### src/rtl/fsk_mod_pkg.sv
// Shared FSK definitions used by both the transmitter (fsk_mod) and the receiver:
// state encodings, the SFD byte and the default timing/NCO parameters.
package fsk_mod_pkg;

  typedef enum logic [1:0] {
    IDLE     = 2'd0,
    PREAMBLE = 2'd1,
    SFD      = 2'd2,
    DATA     = 2'd3
  } txState_e;

  localparam logic [7:0] SFD_BYTE = 8'hD3;

  localparam int PHASE_W_DEF       = 8;
  localparam int F1_INC_DEF        = 16;
  localparam int F0_INC_DEF        = 32;
  localparam int SPB_DEF           = 16;
  localparam int PREAMBLE_BITS_DEF = 8;

  // Preamble alternates 1,0,1,0,... so even bit positions carry a 1.
  function automatic logic preambleBit(input logic bitCntLsb);
    return ~bitCntLsb;
  endfunction

endpackage

### src/rtl/fsk_mod_nco.sv
// Phase accumulator for the FSK transmitter; out_bit is the registered phase MSB,
// forced low while clr is asserted.
module fsk_mod_nco
  import fsk_mod_pkg::*;
#(
  parameter int PHASE_W = PHASE_W_DEF
) (
  input  logic               clk,
  input  logic               rst,
  input  logic               en,
  input  logic               clr,
  input  logic [PHASE_W-1:0] inc,
  output logic               out_bit
);

  logic [PHASE_W-1:0] phase_q, phase_d;
  logic               outBit_q;

  always_comb begin
    phase_d = phase_q;
    if (clr) begin
      phase_d = '0;
    end else if (en) begin
      phase_d = phase_q + inc;
    end
  end

  // The output register lags the accumulator by one clock.
  always_ff @(posedge clk) begin
    if (rst) begin
      phase_q  <= '0;
      outBit_q <= 1'b0;
    end else begin
      phase_q  <= phase_d;
      outBit_q <= clr ? 1'b0 : phase_q[PHASE_W-1];
    end
  end

  assign out_bit = outBit_q;

endmodule

### src/rtl/fsk_mod.sv
// FSK transmitter: byte buffer, framing FSM (preamble / optional SFD / data) and NCO.
// Define FSK_MOD_SFD_EN to insert the 8-bit SFD field between preamble and data.
module fsk_mod
  import fsk_mod_pkg::*;
#(
  parameter int PHASE_W       = PHASE_W_DEF,
  parameter int F1_INC        = F1_INC_DEF,
  parameter int F0_INC        = F0_INC_DEF,
  parameter int SPB           = SPB_DEF,
  parameter int PREAMBLE_BITS = PREAMBLE_BITS_DEF
) (
  input  logic       clk,
  input  logic       rst,
  input  logic       en,
  input  logic [7:0] data_in,
  input  logic       data_in_valid,
  output logic       data_in_ready,
  output logic       data_out,
  output logic       tx_busy,
  output logic       tx_bit
);

  localparam logic [4:0]         SAMPLE_LAST = 5'(SPB - 1);
  localparam logic [7:0]         PRE_LAST    = 8'(PREAMBLE_BITS - 1);
  localparam logic [PHASE_W-1:0] INC1        = PHASE_W'(F1_INC);
  localparam logic [PHASE_W-1:0] INC0        = PHASE_W'(F0_INC);

  txState_e   state_q, state_d;
  logic       bufFull_q, bufFull_d;
  logic [7:0] buf_q, buf_d;
  logic [7:0] shift_q, shift_d;
  logic [4:0] sampleCnt_q, sampleCnt_d;
  logic [7:0] bitCnt_q, bitCnt_d;
  logic       bitEnd;
  logic       load;
  logic       accept;
  logic       txBit;
  logic       ncoOut;

  assign bitEnd = en && (sampleCnt_q == SAMPLE_LAST);
  assign accept = data_in_valid && !bufFull_q;

  always_ff @(posedge clk) begin
    if (rst) begin
      state_q <= IDLE;
    end else begin
      state_q <= state_d;
    end
  end

  // Leaving IDLE needs only an en tick; every other transition happens at a bit end.
  always_comb begin
    state_d = state_q;
    load    = 1'b0;
    case (state_q)
      IDLE: begin
        if (en && bufFull_q) begin
          if (PREAMBLE_BITS != 0) begin
            state_d = PREAMBLE;
          end else begin
`ifdef FSK_MOD_SFD_EN
            state_d = SFD;
`else
            state_d = DATA;
            load    = 1'b1;
`endif
          end
        end
      end
      PREAMBLE: begin
        if (bitEnd && (bitCnt_q == PRE_LAST)) begin
`ifdef FSK_MOD_SFD_EN
          state_d = SFD;
`else
          state_d = DATA;
          load    = 1'b1;
`endif
        end
      end
`ifdef FSK_MOD_SFD_EN
      SFD: begin
        if (bitEnd && (bitCnt_q == 8'd7)) begin
          state_d = DATA;
          load    = 1'b1;
        end
      end
`endif
      DATA: begin
        if (bitEnd && (bitCnt_q == 8'd7)) begin
          if (bufFull_q) begin
            load = 1'b1;
          end else begin
            state_d = IDLE;
          end
        end
      end
      default: state_d = IDLE;
    endcase
  end

  always_comb begin
    txBit = 1'b0;
    case (state_q)
      PREAMBLE: txBit = preambleBit(bitCnt_q[0]);
`ifdef FSK_MOD_SFD_EN
      SFD:      txBit = SFD_BYTE[bitCnt_q[2:0]];
`endif
      DATA:     txBit = shift_q[0];
      default:  txBit = 1'b0;
    endcase
  end

  // Bit counter restarts whenever a new field (or a new data byte) begins.
  always_comb begin
    sampleCnt_d = sampleCnt_q;
    bitCnt_d    = bitCnt_q;
    shift_d     = shift_q;
    if (state_q == IDLE) begin
      sampleCnt_d = '0;
      bitCnt_d    = '0;
    end else if (en) begin
      sampleCnt_d = bitEnd ? 5'd0 : sampleCnt_q + 5'd1;
      if (bitEnd) begin
        bitCnt_d = ((state_d != state_q) || load) ? 8'd0 : bitCnt_q + 8'd1;
        shift_d  = {1'b0, shift_q[7:1]};
      end
    end
    if (load) begin
      shift_d = buf_q;
    end
  end

  always_comb begin
    bufFull_d = bufFull_q;
    buf_d     = buf_q;
    if (accept) begin
      bufFull_d = 1'b1;
      buf_d     = data_in;
    end else if (load) begin
      bufFull_d = 1'b0;
    end
  end

  always_ff @(posedge clk) begin
    if (rst) begin
      bufFull_q   <= 1'b0;
      buf_q       <= '0;
      shift_q     <= '0;
      sampleCnt_q <= '0;
      bitCnt_q    <= '0;
    end else begin
      bufFull_q   <= bufFull_d;
      buf_q       <= buf_d;
      shift_q     <= shift_d;
      sampleCnt_q <= sampleCnt_d;
      bitCnt_q    <= bitCnt_d;
    end
  end

  fsk_mod_nco #(
    .PHASE_W(PHASE_W)
  ) uNco (
    .clk    (clk),
    .rst    (rst),
    .en     (en),
    .clr    (state_q == IDLE),
    .inc    (txBit ? INC1 : INC0),
    .out_bit(ncoOut)
  );

  assign data_in_ready = !bufFull_q;
  assign data_out      = ncoOut;
  assign tx_busy       = (state_q != IDLE);
  assign tx_bit        = txBit;

endmodule
### config.mk
export PLATFORM = sky130hd
export DESIGN_NAME = fsk_mod
export DESIGN_NICKNAME = d
export VERILOG_FILES = /design/src/rtl/fsk_mod_pkg.sv /design/src/rtl/fsk_mod_nco.sv /design/src/rtl/fsk_mod.sv
export SDC_FILE = /design/constraint.sdc
export NUM_CORES = 1
export LEC_CHECK = 0
export BUFFER_PORTS_ARGS = -buffer_cell sky130_fd_sc_hd__buf_2
export CORE_UTILIZATION = 35
export CTS_CLUSTER_SIZE = 25
export DETAILED_ROUTE_END_ITERATION = 10
export SLEW_MARGIN = 40
export SYNTH_ARGS = -nofsm -noshare
export SYNTH_HDL_FRONTEND = slang
export SYNTH_SLANG_ARGS = --single-unit
### constraint.sdc
create_clock -name clk -period 1.94 [get_ports clk]
set_input_delay 0.388 -clock clk [delete_from_list [all_inputs] [get_ports clk]]
set_output_delay 0.388 -clock clk [all_outputs]
set_load 0.005 [all_outputs]
### Word-level counts from Yosys, hierarchy flattened

Index checks and enable logic that the tools add are counted.

| cells by class | value |
|---|---|
| add/subtract/negate cells | 3 |
| equal/unequal tests | 6 |
| mux-type cells | 19 |
| bitwise gates (word level) | 1 |
| reductions and logical operators | 14 |

Operators with widths:

| cell | count |
|---|---|
| $mux W8 | 5 |
| $add A8 B1 Y8 const B | 1 |
| $add A8 B6 Y8 | 1 |
| $eq A8 B3 Y1 const B | 1 |
| $mux W2 | 4 |
| $reduce_bool A2 Y1 | 4 |
| $mux W6 | 1 |
| $pmux W2 S3 | 1 |
| $add A5 B1 Y5 const B | 1 |
| $eq A5 B4 Y1 const B | 1 |
| $mux W1 | 5 |
| $mux W5 | 1 |
| $logic_and A1 B1 Y1 | 4 |
| $pmux W1 S2 | 2 |
| $reduce_and A3 Y1 | 1 |
| $eq A2 B1 Y1 const B | 1 |
| $eq A2 B2 Y1 const B | 1 |
| $logic_not A2 Y1 | 1 |
| $ne A2 B2 Y1 | 1 |
| $ne A2 B2 Y1 const B | 1 |
| $reduce_and A2 Y1 | 1 |
| $reduce_or A2 Y1 | 1 |
| $logic_not A1 Y1 | 1 |
| $logic_or A1 B1 Y1 | 1 |
| $not A1 Y1 | 1 |

| storage, ports and cells | value |
|---|---|
| register bits | 41 |
| input bits | 12 |
| output and inout port bits | 4 |
| word-level logic and storage cells | 51 |

### Longest topological paths before layout

Gate-level depths: netlist of run 1.

| logic depth | value |
|---|---|
| depth in word-level cells | 8 |
| gate-level depth with buffers | 9 |

### Cells and area by module

From an unflattened synthesis of run 1, not the netlist that was laid out.

| second synthesis, totals | value |
|---|---|
| cell total of the unflattened synthesis | 244 |
| area total of the unflattened synthesis | 2,103.3 um2 |

Modules (own cells, without submodules):

| module | times used | cells each | area each (um2) | sequential area each (um2) |
|---|---|---|---|---|
| fsk_mod | 1 | 176 | 1,493.9 | 640.6 |
| fsk_mod_nco | 1 | 68 | 609.3 | 180.2 |

### Worst setup path after synthesis of run 1

OpenSTA, ideal clock, no wires.

| path | value |
|---|---|
| kind | reg2reg |
| from | register sampleCnt_q[0] |
| to | register shift_q[0] |
| data arrival time | 1.874 ns |
| slack | -0.037 ns |
| stages on the path, launching flop included | 8 |
| path through | dfxtp_1 -> ha_1 -> nand4_1 -> or4_4 -> buf_6 -> or2_0 -> buf_6 -> a2111oi_2 |

| between the ends | value |
|---|---|
| cells in the longest elaborated chain, start to end | 7 |
| elaborated cells between the ends (all ways) | 11 |

RTL lines:

| what | RTL line | RTL |
|---|---|---|
| start: declaration | fsk_mod.sv:32 | `logic [4:0] sampleCnt_q, sampleCnt_d;` |
| start signal: assignment | fsk_mod.sv:155 | `sampleCnt_q <= sampleCnt_d;` |
| $eq A5 B4 Y1 (*) | fsk_mod.sv:40 | `assign bitEnd = en && (sampleCnt_q == SAMPLE_LAST);` |
| $logic_and A1 B1 Y1 (*) | fsk_mod.sv:40 |  |
| $logic_and A1 B1 Y1 | fsk_mod.sv:71, fsk_mod.sv:89 |  |
| $mux W1, on equally long branches | fsk_mod.sv:89, fsk_mod.sv:71 |  |
| $pmux W1 S2 | fsk_mod.sv:55 | `case (state_q)` |
| $ne A2 B2 Y1 (no line) or $reduce_bool A2 Y1 (tied branches) | - |  |
| $reduce_and A3 Y1 (no line) | - |  |
| end signal: assignment | fsk_mod.sv:154 | `shift_q <= shift_d;` |
| end: declaration | fsk_mod.sv:31 | `logic [7:0] shift_q, shift_d;` |

Every way passes the cells marked *; elsewhere a longest branch is shown, timed or not.
A chain may end at the register's enable or synchronous reset.

### Worst setup path in the final report of run 1

| path | value |
|---|---|
| from | register sampleCnt_q[1] |
| to | register shift_q[5] |

Same word-level chain as after synthesis.

==> out/metrics.cfg, run 1 <==
[cts]
cts_root_buffer=clkbuf_8
postCtsSetupBuffers=0
cts_buffers=5
ctsResizeCount=0
ctsHoldBuffers=0
htree_levels=2
clkTransAtPathRegs_ps=70
cts_tree=built
clockBufferDepth=2
clock-sinks=37
clk_latency_ps=280

[setup_path]
rrSetupSlack_ps=90
cp_max_fo=7
crit_arrival_ps=2020
cp-end-kind=flip-flop
worst_ep_required_time_ps=2120
path_buf_inv=1
cpMaxStageDelayCell=or4_4
worst_setup_path_start_kind=flip-flop
max_stage_delay_ps=430
criticalPathCategory=flip-flop to flip-flop
path_cells=ha_2 -> nand4_1 -> or4_4 -> or2_0 -> buf_4 -> a2111oi_2
path_delay_family=simple AND/OR/NAND/NOR gates

[final_layout]
fillers=456
layout.area.seq_um2=743
post-route-util_pct=43.7
final_cell_count_no_fill=275
antennaDiodeCount=0
fin_nets=239
final_area_mm2=0.00196
multi_input_area_um2=868
layout-drive-gt1-share_pct=20.6
area_delta_synth_final_pct=16.6

[synthesis]
yosysTopAreaCellShare_pct=44.1
yosys.area.top_type=dfxtp_1
synthArstFlopShare_pct=0
synth-seq-cells=37
synth_edf_count=0
ys_warn_count=0
ys_top_cells_by_area=dfxtp_1, nor2_1, nand2_1, a2111oi_2, a21oi_1
synth_commonest_cells=dfxtp_1, nor2_1, nand2_1
synth_flop_cell=dfxtp_1
synth.most_common_cell=dfxtp_1
syn_area_mm2=0.00168
syn_inst=196
synth_cell_type_count=37
syn_nets=213
seq_area_frac_synth_pct=44.1
avgSynthCellArea_um2=8.56

[timing]
worst_slew_pin_slew_ps=431
hold_violations=0
rsz0062_at_grt=no
setup_viol=0
whs_ps=340
slew_headroom_pct=71.3
fmax_mhz=541
fin_setup_tns_ps=0
finalCriticalPeriod_ps=1850
skew_ps=2.89
slew_viol_final=0
finalWorstSetupSlack_ps=93.1
fin_crit_sh_pct=95.2

[placed_design]
routabilityCongestion=0.756
dp_hpwl_um=2470
io_buffers=15
dpl_cell_area_mm2=0.00187
dp_cells=267
place_ws_ps=102

[power_and_ir_drop]
finalPower_mw=1.37
power_density_mw_per_mm2=701
p_leak_nw=0.729
peakVddDrop_v=0.000486

[die]
fp-row-count=24
dieHeight_um=71.2
core-area_mm2=0.00447
start_util_pct=37.5
dieArea_mm2=0.00507
die_x_um=71.2
io_pins=16

[detailed_routing]
routed_via_density=5.03
vias=1382
postRouteAntennaNets=0
dr.pass1.iters=4
drt_iter0_drc=48
finalWirelength_um=3360
drcViolationCount=0
wire_per_inst_um=12.2

[min_path]
hp-class=input pin to flip-flop

[outcome]
status=completed

[global_route]
grt-ovfl-total=0
grt_util_all_layers_pct=14.8
grt_start_max_net_pins=22
grt_first_pass_wirelength_um=5910
antenna_found_initial=0
grt_pass1_vias=1279

[run]
cap_violations=0

-- worst min-delay path: cells and delay by family --
family / cells / cell delay [ps]
AOI/OAI and AO/OA: 1 / 50
buffers and inverters: 1 / 100
and+or+nand+nor: 1 / 50
-- logic make-up after synthesis --
group / count (synthesis) / share of synthesized area, %
xor gates and xnor gates: 10 / 5.22
adders and majority gates: 5 / 4.18
and+or+nand+nor: 96 / 27.5
DFF: 37 / 44.1
buffers and inverters: 15 / 4.25
muxes: 2 / 1.19
AOI/OAI and AO/OA: 31 / 13.5
-- layout make-up --
type / count / area share (%)
Multi-Input combinational cell: 144 / 44.4
Tap cell: 52 / 3.33
Timing Repair Buffer: 29 / 9.21
Clock buffer: 8 / 4.09
Inverter: 5 / 0.960
Sequential cell: 37 / 38.0
-- layer usage --
layer	track usage, %	wire length [um]	up-vias
li1	-	-	732
met1	20.7	1730	628
met2	22.2	1490	16
met3	3.94	94	6
met4	4.67	43	0
met5	0	0	-
-- final timing paths --
path | start | end | depth (start not counted)
hold / removal | data_in[0] | buf_q[0] | 3
hold reg to reg | buf_q[5] | buf_q[5] | 2
setup / recovery | sampleCnt_q[1] | shift_q[5] | 6
setup reg to reg | sampleCnt_q[1] | shift_q[5] | 6
-- power breakdown --
part / internal, mW / switching (mW) / leakage (nW) / total (mW)
sequential: 0.772 / 0.00686 / 0.301 / 0.779
clock: 0.255 / 0.254 / 0.0395 / 0.509
combinational: 0.0357 / 0.0475 / 0.389 / 0.0832
-- cell usage in the layout (no fill, tap or decap), types with 3 or more instances in the layout --
master / netlist / layout
a2111oi_2: 5 / 5
a21oi_1: 14 / 14
buf_2: 0 / 15
buf_4: 0 / 14
clkbuf_1: 8 / 3
clkbuf_8: 0 / 5
dfxtp_1: 37 / 35
ha_1: 4 / 3
inv_1: 5 / 5
nand2_1: 26 / 26
nand3_1: 5 / 5
nand4_1: 3 / 3
nor2_1: 31 / 31
nor3_1: 10 / 10
nor4_1: 4 / 4
o21ai_0: 4 / 4
xnor2_1: 7 / 7
xor2_1: 3 / 3
-- state kept, by name, summed over array words and instances (netlist names) --
| name | flops |
|---|---|
| bitCnt_q | 8 |
| buf_q | 8 |
| shift_q | 8 |
| sampleCnt_q | 5 |
| uNco.phase_q | 4 |
| state_q | 2 |
| bufFull_q | 1 |
| uNco.out_bit | 1 |
(Power assumes the default switching activity.)
==> run 2, diff against run 1 <==
--- a/config.mk
+++ b/config.mk
@@ -9,6 +9,7 @@
 export CORE_UTILIZATION = 35
 export CTS_CLUSTER_SIZE = 25
 export DETAILED_ROUTE_END_ITERATION = 10
+export SETUP_SLACK_MARGIN = 0.2
 export SLEW_MARGIN = 40
 export SYNTH_ARGS = -nofsm -noshare
 export SYNTH_HDL_FRONTEND = slang
==> run 2 against run 1 <==
The run now ends with design-rule violations left. Largest cell class unchanged. Wire length up 5.5%. Total power is 1.7% higher. Cell count increased by 1.8%. Die area did not move. Non-clock buffer count rose by 5. Clock power grew 3%.
==> out/metrics.cfg, run 2 (synthesized netlist as in run 1, its figures left out) <==
[setup_path]
worstSetupStartpoint=sampleCnt_q[1]
path_delay_family=simple AND/OR/NAND/NOR gates
worst_setup_path_start_kind=flip-flop
timing.rr.end=shift_q[5]
criticalPathCategory=flip-flop to flip-flop
rrSetupSlack_ps=170  ; +70 ps
path_cells=ha_4 -> nand4_1 -> or4_4 -> or2_0 -> buf_6 -> a2111oi_2
worst_ep_required_time_ps=2130  ; about the same
r2r_start=sampleCnt_q[1]
path_buf_inv=1  ; unchanged
cp.depth=6  ; unchanged
cp-end-kind=flip-flop
cp_max_fo=7  ; unchanged
ff2ff_path_depth=6  ; unchanged
cpMaxStageDelayCell=or4_4
crit_arrival_ps=1970  ; -50 ps
max_stage_delay_ps=430  ; about the same

[cts]
clkTransAtPathRegs_ps=80  ; about the same
clk_latency_ps=290  ; about the same
cts_root_buffer=clkbuf_8
ctsHoldBuffers=0  ; unchanged
cts_tree=built
cts_buffers=5  ; unchanged
clockBufferDepth=2  ; unchanged
clock-sinks=37  ; unchanged
htree_levels=2  ; unchanged

[timing]
fin_setup_tns_ps=0  ; unchanged
hold_violations=0  ; unchanged
setup_viol=0  ; unchanged
skew_ps=6.08  ; +3.19 ps
finalWorstSetupSlack_ps=167  ; +73.7 ps
fmax_mhz=564  ; +4.2%
slew_viol_final=0  ; unchanged
finalCriticalPeriod_ps=1770  ; -73.7 ps
rsz0062_at_grt=yes
slew_headroom_pct=67.7  ; -3.5 points
worst_slew_pin_slew_ps=484  ; +52.9 ps
fin_crit_sh_pct=91.4  ; -3.8 points

[final_layout]
area_delta_synth_final_pct=25.4
final_common_cell=dfxtp_1
fillers=435  ; -4.6%
antennaDiodeCount=0  ; unchanged
multi_input_area_um2=960  ; +11%
top_regs=bitCnt_q (8), buf_q (8), shift_q (8)
layout-drive-gt1-share_pct=29.8  ; +9.2 points
layout.area.seq_um2=748  ; +0.67%
mostFrequentLayoutCells=dfxtp_1, nor2_1, nand2_1
fin_nets=244  ; +2.1%

[min_path]
min_to=buf_q[5]
min_path_cells=3  ; unchanged
min-delay-start=data_in[5]
hp-class=input pin to flip-flop

[die]
die_x_um=71.2  ; unchanged
fp-row-count=24  ; unchanged
dieArea_mm2=0.00507  ; unchanged
start_util_pct=37.5  ; unchanged
dieHeight_um=71.2  ; unchanged
core-area_mm2=0.00447  ; unchanged
io_pins=16  ; unchanged

[global_route]
grt_first_pass_wirelength_um=5770  ; -2.5%
grt_start_max_net_pins=22  ; unchanged
grt-ovfl-total=0  ; unchanged
grt_util_all_layers_pct=14.8  ; unchanged
antenna_found_initial=0  ; unchanged
grt_pass1_vias=1293  ; +1.1%

[power_and_ir_drop]
power_density_mw_per_mm2=664  ; -5.4%
peakVddDrop_v=0.000479  ; -1.5%
p_leak_nw=0.757  ; +3.9%
finalPower_mw=1.40  ; +1.7%

[detailed_routing]
drcViolationCount=1  ; +1
finalWirelength_um=3540  ; +5.5%
drt_iter0_drc=58  ; +21%
dr.pass1.iters=7  ; +3
routed_via_density=5.01  ; -0.22%
wire_per_inst_um=12.7  ; +3.6%
postRouteAntennaNets=0  ; unchanged
vias=1404  ; +1.6%

[outcome]
violations=design-rule violations
status=finished, violations left

[placed_design]
routabilityCongestion=0.755  ; -0.13%
io_buffers=15  ; unchanged
dp_hpwl_um=2440  ; -1.4%
place_ws_ps=116  ; +14.8 ps

[run]
cap_violations=0  ; unchanged

## run 2: worst max-delay path by stage
stage | to | slack, ps
after floorplan | shift_q[0] | 70
final | shift_q[5] | 170
after CTS | shift_q[3] | 170
after global routing | shift_q[6] | 100
after global placement | shift_q[4] | 150
after detailed placement | shift_q[5] | 120
## run 2: timing repair
item	CTS	global route
gates resized for setup	3	16
pin swaps	1	4
hold endpoints to repair	0	0
endpoints found under the setup margin	5	19
setup buffers	2	1
## run 2: worst register-to-register path: stages, from the launching register on
cell,delay (ps)
dfxtp_2,360
ha_4,130
nand4_1,100
or4_4,430
or2_0,220
buf_6,150
a2111oi_2,280
## run 2: area by class of cell
type / count / area share [%]
Clock buffer: 5 / 3.27
Clock inverter: 3 / 0.833
Inverter: 5 / 0.892
Multi-Input combinational cell: 144 / 45.6
Sequential cell: 37 / 35.6
Tap cell: 52 / 3.09
Timing Repair Buffer: 34 / 10.7
## run 2: routing by layer
metal | vias up | share of wire, % | global-route usage, %
met5 | - | 0 | 0
met4 | 0 | 1.4 | 6.67
met3 | 4 | 3.0 | 4.36
met2 | 18 | 46 | 23.7
met1 | 647 | 49 | 18.4
li1 | 735 | - | -
## run 2: stage by stage
step	hold slack [ps]	utilization, %	instance area, um^2	cells
after floorplan	432	-	1690	196
after global placement	445	42.5	1900	269
after detailed placement	452	42.5	1900	269
after CTS	319	45.3	2030	279
after global routing	329	47.0	2100	280
final	330	47.0	2100	280
## run 2: power breakdown
part	leakage (nW)	internal [mW]	switching, mW	total [mW]
logic	0.411	0.0393	0.0511	0.0904
clock network	0.0439	0.248	0.278	0.526
registers	0.302	0.772	0.00751	0.780
total	0.757	1.06	0.336	1.40
